--- src/rtl/spi_master_ctrl.sv ---
// Register-mapped single-slave SPI master on the bus2ip/ip2bus interface.
// Registers: 0 CTRL, 1 STATUS, 2 TXDATA, 3 RXDATA. One MSB-first full-duplex
// frame of DATA_W bits per START, with programmable CPOL/CPHA and SCLK divider.
module spi_master_ctrl #(
  parameter int unsigned DATA_W      = 8,
  parameter int unsigned DEFAULT_DIV = 4
) (
  input  logic         ACLK,
  input  logic         ARESETn,
  input  logic [31:0]  bus2ip_data,
  input  logic [3:0]   bus2ip_wrce,
  input  logic [3:0]   bus2ip_rdce,
  output logic [127:0] ip2bus_data,
  output logic         ip2bus_wrack,
  output logic         ip2bus_rdack,
  output logic         spi_sclk,
  output logic         spi_mosi,
  input  logic         spi_miso,
  output logic         spi_cs_n,
  output logic         irq
);

  localparam int unsigned K_W = 7;
  localparam logic [K_W-1:0] K_LAST = K_W'(2 * DATA_W - 1);
  localparam logic [K_W-1:0] K_PRE  = K_W'(2 * DATA_W - 2);

  typedef enum logic [1:0] {ST_IDLE, ST_LEAD, ST_SHIFT, ST_TRAIL} state_t;

  state_t              state, state_nxt;
  logic [7:0]          cnt;
  logic [K_W-1:0]      k;
  logic [DATA_W-1:0]   sh_tx, sh_rx, tx_reg, rx_reg;
  logic [DATA_W:0]     rx_next;
  logic                ctrl_cpol, ctrl_cpha, done, busy;
  logic [7:0]          ctrl_div;
  logic                wr_pend, rd_pend, wr_fire, rd_fire, start_go;
  logic                tick, lead_edge, trail_edge, finish;
  logic [31:0]         ctrl_word, status_word, tx_word, rx_word;
  logic                unused_bits;

  assign wr_fire  = (|bus2ip_wrce) && !wr_pend;
  assign rd_fire  = (|bus2ip_rdce) && !rd_pend;
  assign busy     = (state != ST_IDLE);
  assign start_go = wr_fire && bus2ip_wrce[0] && bus2ip_data[0] && !busy;
  assign rx_next  = {sh_rx, spi_miso};
  assign unused_bits = ^{bus2ip_data, rx_next[DATA_W]};

  // State register
  always_ff @(posedge ACLK) begin
    if (!ARESETn) state <= ST_IDLE;
    else          state <= state_nxt;
  end

  // Next state, SCLK edge events and SPI pin outputs
  always_comb begin
    state_nxt  = state;
    tick       = (cnt == ctrl_div);
    lead_edge  = 1'b0;
    trail_edge = 1'b0;
    finish     = 1'b0;
    case (state)
      ST_IDLE:  if (start_go) state_nxt = ST_LEAD;
      ST_LEAD:  if (tick) begin
                  state_nxt = ST_SHIFT;
                  lead_edge = 1'b1;
                end
      ST_SHIFT: if (tick) begin
                  if (k == K_LAST) state_nxt = ST_TRAIL;
                  else if (k[0])   lead_edge  = 1'b1;
                  else             trail_edge = 1'b1;
                end
      ST_TRAIL: if (tick) begin
                  state_nxt = ST_IDLE;
                  finish    = 1'b1;
                end
      default:  state_nxt = ST_IDLE;
    endcase
    spi_cs_n = (state == ST_IDLE);
    spi_sclk = ctrl_cpol ^ ((state == ST_SHIFT) && !k[0]);
    spi_mosi = (state != ST_IDLE) && sh_tx[DATA_W-1];
  end

  // Half-period timer, half-period index and the TX/RX shifters.
  // lead_edge/trail_edge fire on the ACLK edge that enters an even/odd k,
  // so MISO is sampled exactly as SCLK changes level.
  always_ff @(posedge ACLK) begin
    if (!ARESETn) begin
      cnt   <= '0;
      k     <= '0;
      sh_tx <= '0;
      sh_rx <= '0;
    end else begin
      if (state == ST_IDLE || tick) cnt <= '0;
      else                          cnt <= cnt + 1'b1;
      if (start_go) begin
        sh_tx <= tx_reg;
        sh_rx <= '0;
        k     <= '0;
      end
      if (state == ST_SHIFT && tick) k <= k + 1'b1;
      if (lead_edge) begin
        if (ctrl_cpha) begin
          if (state == ST_SHIFT) sh_tx <= sh_tx << 1;
        end else begin
          sh_rx <= rx_next[DATA_W-1:0];
        end
      end
      if (trail_edge) begin
        if (ctrl_cpha)       sh_rx <= rx_next[DATA_W-1:0];
        else if (k != K_PRE) sh_tx <= sh_tx << 1;
      end
    end
  end

  // Register file, DONE flag and completion interrupt
  always_ff @(posedge ACLK) begin
    if (!ARESETn) begin
      ctrl_cpol <= 1'b0;
      ctrl_cpha <= 1'b0;
      ctrl_div  <= 8'(DEFAULT_DIV);
      tx_reg    <= '0;
      rx_reg    <= '0;
      done      <= 1'b0;
      irq       <= 1'b0;
    end else begin
      if (wr_fire && bus2ip_wrce[0] && !busy) begin
        ctrl_cpol <= bus2ip_data[1];
        ctrl_cpha <= bus2ip_data[2];
        ctrl_div  <= bus2ip_data[15:8];
      end
      if (wr_fire && bus2ip_wrce[2]) tx_reg <= bus2ip_data[DATA_W-1:0];
      if (finish) rx_reg <= sh_rx;
      // Completion takes priority over a coincident clearing read
      if (finish)                             done <= 1'b1;
      else if (start_go)                      done <= 1'b0;
      else if (rd_fire && bus2ip_rdce[3])     done <= 1'b0;
      irq <= finish;
    end
  end

  // Read-back word assembly
  always_comb begin
    ctrl_word              = '0;
    ctrl_word[1]           = ctrl_cpol;
    ctrl_word[2]           = ctrl_cpha;
    ctrl_word[15:8]        = ctrl_div;
    status_word            = '0;
    status_word[0]         = busy;
    status_word[1]         = done;
    tx_word                = '0;
    tx_word[DATA_W-1:0]    = tx_reg;
    rx_word                = '0;
    rx_word[DATA_W-1:0]    = rx_reg;
  end

  // Single-pulse acknowledges and registered read data
  always_ff @(posedge ACLK) begin
    if (!ARESETn) begin
      wr_pend      <= 1'b0;
      rd_pend      <= 1'b0;
      ip2bus_wrack <= 1'b0;
      ip2bus_rdack <= 1'b0;
      ip2bus_data  <= '0;
    end else begin
      wr_pend      <= |bus2ip_wrce;
      rd_pend      <= |bus2ip_rdce;
      ip2bus_wrack <= wr_fire;
      ip2bus_rdack <= rd_fire;
      ip2bus_data  <= {rx_word, tx_word, status_word, ctrl_word};
    end
  end

endmodule

--- config.mk ---
export PLATFORM = sky130hd
export DESIGN_NAME = spi_master_ctrl
export DESIGN_NICKNAME = d
export VERILOG_FILES = /design/src/rtl/spi_master_ctrl.sv
export SDC_FILE = /design/constraint.sdc
export NUM_CORES = 1
export LEC_CHECK = 0
export CORE_UTILIZATION = 43
export DETAILED_ROUTE_END_ITERATION = 8
export MAX_ROUTING_LAYER = met4
export PLACE_DENSITY = 0.8
export SETUP_SLACK_MARGIN = 0.05
export SYNTH_ARGS = -nofsm -noshare
export SYNTH_HDL_FRONTEND = slang
export SYNTH_SLANG_ARGS = --single-unit
--- constraint.sdc ---
create_clock -name ACLK -period 3.6 [get_ports ACLK]
set_clock_uncertainty 0.2 [all_clocks]
set_input_delay 0.72 -clock ACLK [delete_from_list [all_inputs] [get_ports ACLK]]
set_output_delay 0.72 -clock ACLK [all_outputs]
set_load 0.01 [all_outputs]
== Word level (Yosys, flattened, before mapping) ==
Cells that the tools add are included.

* Input bits: 43
* Output and inout port bits: 134
* Bits in registers: 193
* Word-level logic and storage cells: 90

* Reductions and logical operators: 24
* Bitwise gates (word level): 2
* Equality and inequality tests: 11
* Mux-type cells: 33
* Add/sub/neg operators: 2

{| class="wikitable"
|+ Operators by type and width
! operator !! number
|-
| 8-bit 2-to-1 mux || 12
|-
| 7-bit 2-to-1 mux || 2
|-
| 1-bit 2-to-1 mux || 12
|-
| 1-bit logical AND || 11
|-
| 2-bit 2-to-1 mux || 5
|-
| 8-bit by 1-bit adder with 8-bit output, second input constant || 1
|-
| 8-bit equality test || 1
|-
| 2-bit inequality test, second input constant || 4
|-
| 2-bit case mux with 4 select lines || 1
|-
| 4-bit OR reduction || 2
|-
| 7-bit by 1-bit adder with 7-bit output, second input constant || 1
|-
| 7-bit by 4-bit equality test with 1-bit output, second input constant || 1
|-
| 7-bit by 4-bit inequality test with 1-bit output, second input constant || 1
|-
| 5-bit AND reduction || 1
|-
| 2-bit equality test, second input constant || 2
|-
| 1-bit logical NOT || 4
|-
| 2-bit nonzero test || 2
|-
| 3-bit nonzero test || 1
|-
| 2-bit by 1-bit equality test with 1-bit output, second input constant || 1
|-
| 2-bit logical NOT || 1
|-
| 2-bit by 1-bit inequality test with 1-bit output, second input constant || 1
|-
| 1-bit case mux with 2 select lines || 1
|-
| 2-bit OR reduction || 1
|-
| 1-bit logical OR || 1
|-
| 2 further kinds || 2
|}

== Longest topological paths before layout ==
Gate-level depths: netlist (run 1).

* Depth after elaboration: 12
* Depth in mapped cells: 8

== Least setup slack after synthesis (run 1) ==
No wires, ideal clock.

* Kind: reg2out
* From: reg state[0]
* To: out spi_mosi
* Arrival time: 1.048 ns
* Setup slack: 1.632 ns
* Stages on the path, launching flop included: 5
* Cell sequence: dfxtp_1 > inv_1 > ha_1 > clkbuf_1 > nor2b_1

* Cells in the longest elaborated chain, start to end: 2

{| class="wikitable"
|+ RTL lines
! element !! line !! source
|-
| start: declaration || 29 || <nowiki>state_t state, state_nxt;</nowiki>
|-
| start signal: assignment || 51 || <nowiki>else state <= state_nxt;</nowiki>
|-
| 2-bit nonzero test || 80 || <nowiki>spi_mosi = (state != ST_IDLE) && sh_tx[DATA_W-1];</nowiki>
|-
| 1-bit logical AND || 80 ||
|-
| end: declaration || 17 || <nowiki>output logic spi_mosi,</nowiki>
|}

Every way passes these cells.

== Worst setup path in the final report (run 1) ==
* From: reg state[1]
* To: out spi_cs_n

* Cells in the longest elaborated chain, start to end: 1

{| class="wikitable"
|+ RTL lines
! element !! line !! source
|-
| 2-bit logical NOT || 78 || <nowiki>spi_cs_n = (state == ST_IDLE);</nowiki>
|-
| end: declaration || 19 || <nowiki>output logic spi_cs_n,</nowiki>
|}

Every way passes these cells.

==> results of run 1 <==
-- worst paths after layout --
kind	endpoint	slack, ns	cells past startpoint
min	ip2bus_rdack	0.22	1
min reg2reg	ip2bus_rdack	0.22	1
max	spi_cs_n	0.62	3
max reg2reg	sh_tx[1]	0.94	7
-- routing by layer --
metal,routed length [µm],track usage,vias up
met4,114,0.0596,0
met2,3870,0.263,126
met3,474,0.0285,9
met5,0,-,-
li1,-,-,1542
met1,3410,0.182,1448
-- worst register-to-register path, stage by stage, from the launching register on --
cell     delay (ns)
dfxtp_1        0.35
inv_1          0.11
ha_1           0.59
nand3_1        0.53
buf_4          0.37
mux2i_1        0.16
o21ai_0        0.11
o311a_1        0.14
-- area by class of cell --
| type | count | share of cell area |
|---|---|---|
| clock buffer | 10 | 0.0277 |
| tap | 133 | 0.0335 |
| clock inverter | 6 | 0.0184 |
| multi-input combinational | 359 | 0.410 |
| inverter | 7 | 0.00529 |
| timing repair buffer | 66 | 0.130 |
| sequential | 93 | 0.375 |
-- power groups by stage --
| stage | Combinational (mW) | Clock [mW] | Sequential [mW] |
|---|---|---|---|
| 5_1_grt | 0.546 | 0.842 | 1.12 |
| 3_3_place_gp | 0.477 | 0 | 1.14 |
| 6_report | 0.500 | 0.780 | 1.12 |
| 2_1_floorplan | 0.423 | 0 | 1.14 |
| 4_1_cts | 0.494 | 0.799 | 1.12 |
| 3_5_place_dp | 0.492 | 0 | 1.14 |
-- placed cells by master (no fill, tap or decap), types with 3 or more instances in the layout --
cell	netlist	routed
dfxtp_1	93	93
inv_6	0	3
ha_1	8	8
o211ai_1	10	10
xnor2_1	13	13
inv_1	7	7
a21oi_1	29	29
clkbuf_8	0	10
nor2_1	25	25
nand2_1	27	27
nor3_1	3	3
buf_4	101	6
and2_1	26	26
clkdlybuf4s50_1	0	60
o21ai_0	8	8
mux2i_1	17	17
o311a_1	7	7
nor2b_1	3	3
or3_1	3	3
conb_1	1	100
nand3_1	40	40
and3_1	6	6
-- cells by family after synthesis --
kind of cell    after synthesis
compound gates               72
buf+inv                     127
flops                        93
simple gates                146
other cells                   1
fa+ha+maj                     8
xor+xnor                     15
mux                          18
-- per-stage QoR --
step / utilization / power (mW) / hold slack (ns)
after global routing: 0.504 / 2.51 / 0.235
after detailed placement: 0.480 / 1.63 / 0.216
after floorplan: - / 1.56 / 0.192
final: 0.504 / 2.40 / 0.219
after global placement: 0.480 / 1.62 / 0.212
after CTS: 0.504 / 2.41 / 0.230
==> metrics.csv, run 1 <==
stage,metric,value,unit
synth,synthArstFlopShare,0,
power,pwr_density_cell,483,mW/mm²
placed_design,dp_hpwl,5.67,mm
setup_path,end_kind,primary output,
power,power_switching_share,0.298,
power,pwr-share-seq,0.466,
synth,synth.most_common_cell,buf_4,
route,postRouteAntennaNets,0,
cells_and_area,largest-register,ip2bus_data,
die,die_height,103,µm
setup_path,crit_chain,"inv_1, ha_1, clkdlybuf4s50_1",
synth,synth-simple-area-share,0.171,
sta,rsz0062_at_grt,false,
status,status,"finished, final reports clean",
power,p_sw,0.714,mW
cells_and_area,areaGrowthSynthToFinish,13.0,%
placed_design,dp_slack,0.686,ns
route,drtIter0Drc,123,
sta,tightest_slew,0.667,ns
sta,fin_crit_sh,0.829,
clock_network,clock_latency,0.35,ns
grt,grt-ovfl-total,0,
die,coreArea,0.00986,mm²
grt,grt_pass1_vias,2738,
synth,synth_ff_type,dfxtp_1,
clock_network,path_clk_slew,0.09,ns
flow_run,cap_violations,0,
die,initial_utilization,0.446,
route,routed_wl,7.87,mm
cells_and_area,largest_reg_flops,28,
placed_design,placed_area,0.00474,mm²
sta,timing.fmax,335,MHz
sta,finalSetupViolCount,0,
route,viasPerCell,4.64,
die,dieArea,0.0106,mm²
synth,synth_fa_ha_area_frac,0.0228,
clock_network,cts-root-buf,clkbuf_8,
placed_design,place_congestion,0.884,
clock_network,htree_num_levels,3,
synth,synth_top_area_cell,dfxtp_1,
power,power.leakage,2.01,nW
sta,fin_ws,0.616,ns
synth,synth_cell_type_count,48,
sta,finalMaxSlewViolations,0,
cells_and_area,design_area,0.00497,mm²
setup_path,cp.arrival,2.06,ns
synth,synth_area,0.00440,mm²
grt,track_usage,0.155,
cells_and_area,instances_no_fill,674,
setup_path,cp.required,2.68,ns
cells_and_area,fin_nets,587,
clock_network,clock_sinks,93,
hold_path,min-delay-start,rd_pend,
setup_path,start_kind,flip-flop,
synth,synth_xor_area_frac,0.0299,
clock_network,cts_tree,built,
setup_path,critPathLaunch,state[1],
setup_path,max_stage_delay,0.66,ns
synth,synth_warnings,0,
placed_design,port_buffers,60,
route,vias,3125,
synth,synth_edf_count,0,
clock_network,clockBufferDepth,2,
setup_path,critPathBufInv,2,
cells_and_area,nFillCells,887,
route,drt_first_pass_iters,4,
sta,report.final.hold_viol_count,0,
grt,grt_max_degree,39,
synth,syn_inst,480,
cells_and_area,multi_input_area,0.00204,mm²
synth,synth-seq-cells,93,
die,die_w,103,µm
power,p_int,1.68,mW
synth,synth_compound_area_frac,0.114,
clock_network,cts_buffers,9,
setup_path,slowest_stage,clkdlybuf4s50_1,
synth,synth.top_cell.area_share,0.423,
cells_and_area,drive_above_1_share,0.0610,
cells_and_area,regArea,0.00186,mm²
cells_and_area,diodes,0,
clock_network,cts_resized,0,
grt,grt_pass1_wl,12.4,mm
setup_path,crit_fanout,17,
synth,synth_top_family_by_area,buffers and inverters,
sta,fin_setup_tns,0,ns
synth,muxShareOfSynthArea,0.0413,
power,p_comb_frac,0.209,
clock_network,ctsHoldBuffers,0,
setup_path,reg2reg_from,state[1],
route,drc,0,
die,num_rows,36,
grt,antenna_found_initial,0,
setup_path,cpLargestDelayFamily,buffers and inverters,
power,vdd_drop_max,0.258,mV
sta,relSlewSlack,0.555,
hold_path,hold_class,flip-flop to flip-flop,
clock_network,cts_setup_buffers,0,
synth,syn_avg_cell_area,9.16,µm²
route,wl_per_cell,11.7,µm
synth,synth_area_leaders,"dfxtp_1 42%, buf_4 17%, nand3_1 4.6%, mux2i_1 3.9%, and2_1 3.7%",
synth,yosysSeqAreaShare,0.423,
die,ioPinCount,177,
power,clkPwrFrac,0.325,
setup_path,critPathKind,flip-flop to primary output,
placed_design,dp.cells,658,
sta,period_minus_slack,2.98,ns
synth,ys_top_cells_by_count,"101 x buf_4, 93 x dfxtp_1, 40 x nand3_1, 29 x a21oi_1, 27 x nand2_1",
(Power assumes the default switching activity.)
==> run 2, diff against run 1 <==
Clock period 3.6 ns to 2.8 ns, I/O delays scaled along.
==> run 2 against run 1 <==
  * Die area stayed put
  * Final cell count is 0.30% higher
  * Utilization hardly changed
  * Register-to-register slack worse by 0.36 ns
  * Power is 25% higher
  * Global-route usage is 1.1 points higher
  * Clock-buffer cell count stayed put
  * First-iteration DRC count is 26% lower
  * Design area hardly changed
  * Clock power is 16% higher
==> metrics.csv, run 2 (synthesis gave the netlist of run 1 again) <==
stage,metric,value,unit,change
die,die_height,103,µm,unchanged
cells_and_area,diodes,0,,unchanged
sta,whs,0.214,ns,-0.00519 ns
grt,grt_pass1_wl,13.2,mm,+6.4%
placed_design,port_buffers,60,,unchanged
clock_network,ctsHoldBuffers,0,,unchanged
cells_and_area,fin_nets,589,,+0.34%
die,initial_utilization,0.446,,unchanged
die,dieArea,0.0106,mm²,unchanged
cells_and_area,layout_commonest_cell,conb_1,,
route,drt_first_pass_iters,4,,unchanged
setup_path,end_kind,primary output,,
sta,period_minus_slack,2.62,ns,
cells_and_area,instances_no_fill,676,,+0.30%
cells_and_area,utilization,0.504,,about the same
hold_path,hold_class,flip-flop to flip-flop,,
clock_network,cts_buffers,9,,unchanged
route,drtIter0Drc,91,,-26%
cells_and_area,areaGrowthSynthToFinish,13.0,%,about the same
setup_path,crit_fanout,9,,-8
die,die_w,103,µm,unchanged
grt,grt-ovfl-total,0,,unchanged
sta,fin_crit_sh,0.937,,
clock_network,cts-root-buf,clkbuf_8,,
cells_and_area,multi_input_area,0.00204,mm²,+0.25%
cells_and_area,nFillCells,899,,+1.4%
grt,track_usage,0.166,,+0.0105
power,power,3.01,mW,+25%
route,wl_per_cell,12.0,µm,+2.4%
setup_path,cp.arrival,1.86,ns,-0.20 ns
placed_design,dp.cells,660,,+0.30%
power,vdd_drop_max,0.268,mV,+4.1%
die,num_rows,36,,unchanged
sta,timing.fmax,381,MHz,
sta,report.final.hold_viol_count,0,,unchanged
sta,fin_setup_tns,0,ns,unchanged
clock_network,cts_tree,built,,
clock_network,clock_latency,0.35,ns,about the same
power,pwr_density_cell,605,mW/mm²,+25%
sta,finalSetupViolCount,0,,unchanged
die,coreArea,0.00986,mm²,unchanged
cells_and_area,largest-register,ip2bus_data,,
sta,relSlewSlack,0.543,,-0.0128
flow_run,cap_violations,0,,unchanged
clock_network,htree_num_levels,3,,unchanged
clock_network,path_clk_slew,0.09,ns,about the same
clock_network,clockBufferDepth,2,,unchanged
route,routed_wl,8.09,mm,+2.7%
cells_and_area,final_cell_mix,"100 x conb_1, 93 x dfxtp_1, 59 x clkdlybuf4s50_1, 40 x nand3_1, 29 x a21oi_1",,
setup_path,critPathKind,flip-flop to primary output,,
sta,rsz0062_at_grt,false,,
clock_network,cts_setup_buffers,0,,unchanged
setup_path,r2r_setup_slack,0.58,ns,-0.36 ns
setup_path,cp.required,2.04,ns,-0.64 ns
die,ioPinCount,177,,unchanged
power,power.leakage,2.01,nW,about the same
clock_network,clock_sinks,93,,unchanged
grt,grt_pass1_vias,2899,,+5.9%
sta,tightest_slew,0.686,ns,+0.0191 ns
placed_design,place_congestion,0.820,,-7.3%
route,postRouteAntennaNets,0,,unchanged
route,viasPerCell,4.69,,+1.2%
cells_and_area,largest_reg_flops,28,,unchanged
cells_and_area,regArea,0.00186,mm²,unchanged
route,drc,0,,unchanged
route,vias,3171,,+1.5%
placed_design,dp_hpwl,5.92,mm,+4.4%
grt,antenna_found_initial,0,,unchanged
status,status,"finished, final reports clean",,
cells_and_area,drive_above_1_share,0.0681,,+0.00714
setup_path,start_kind,flip-flop,,
grt,grt_max_degree,39,,unchanged
sta,finalMaxSlewViolations,0,,unchanged
-- run 2: final cells by class --
type,instances,share of cell area
multi-input combinational,359,0.411
sequential,93,0.375
timing repair buffer,68,0.133
tap,133,0.0335
clock buffer,10,0.0277
clock inverter,6,0.0141
inverter,7,0.00529
-- run 2: final timing paths --
kind,startpoint,cells past startpoint,endpoint
min reg2reg,rd_pend,1,ip2bus_rdack
max,state[0],4,spi_mosi
min,rd_pend,1,ip2bus_rdack
max reg2reg,ctrl_div[6],5,k[3]
-- run 2: critical path: stages, from the launching register on --
cell and delay [ns]:
dfxtp_1 0.41, inv_1 0.12, ha_2 0.28, nor2b_1 0.16
clkdlybuf4s50_1 0.55
-- run 2: timing repair --
item	in CTS	in global routing
endpoints found under the setup margin	1	2
endpoints found under the hold margin	0	0
gates resized for setup	1	2
-- run 2: through the flow --
step	area [µm²]	setup WS [ns]
after floorplan	4770	0.855
after CTS	4960	0.0545
after detailed placement	4750	0.422
after global placement	4750	0.465
final	4970	0.177
after global routing	4970	0.115
-- run 2: routing by layer --
metal	part of all wire	global-route usage	vias up	wire length, µm
li1	-	-	1544	-
met1	0.42	0.179	1487	3360
met2	0.51	0.296	127	4160
met3	0.054	0.0393	13	435
met4	0.016	0.0563	0	127
met5	0	-	-	0
-- run 2: where the power goes --
group	internal [mW]	switching, mW
clock	0.441	0.464
sequential	1.39	0.0502
combinational	0.261	0.403
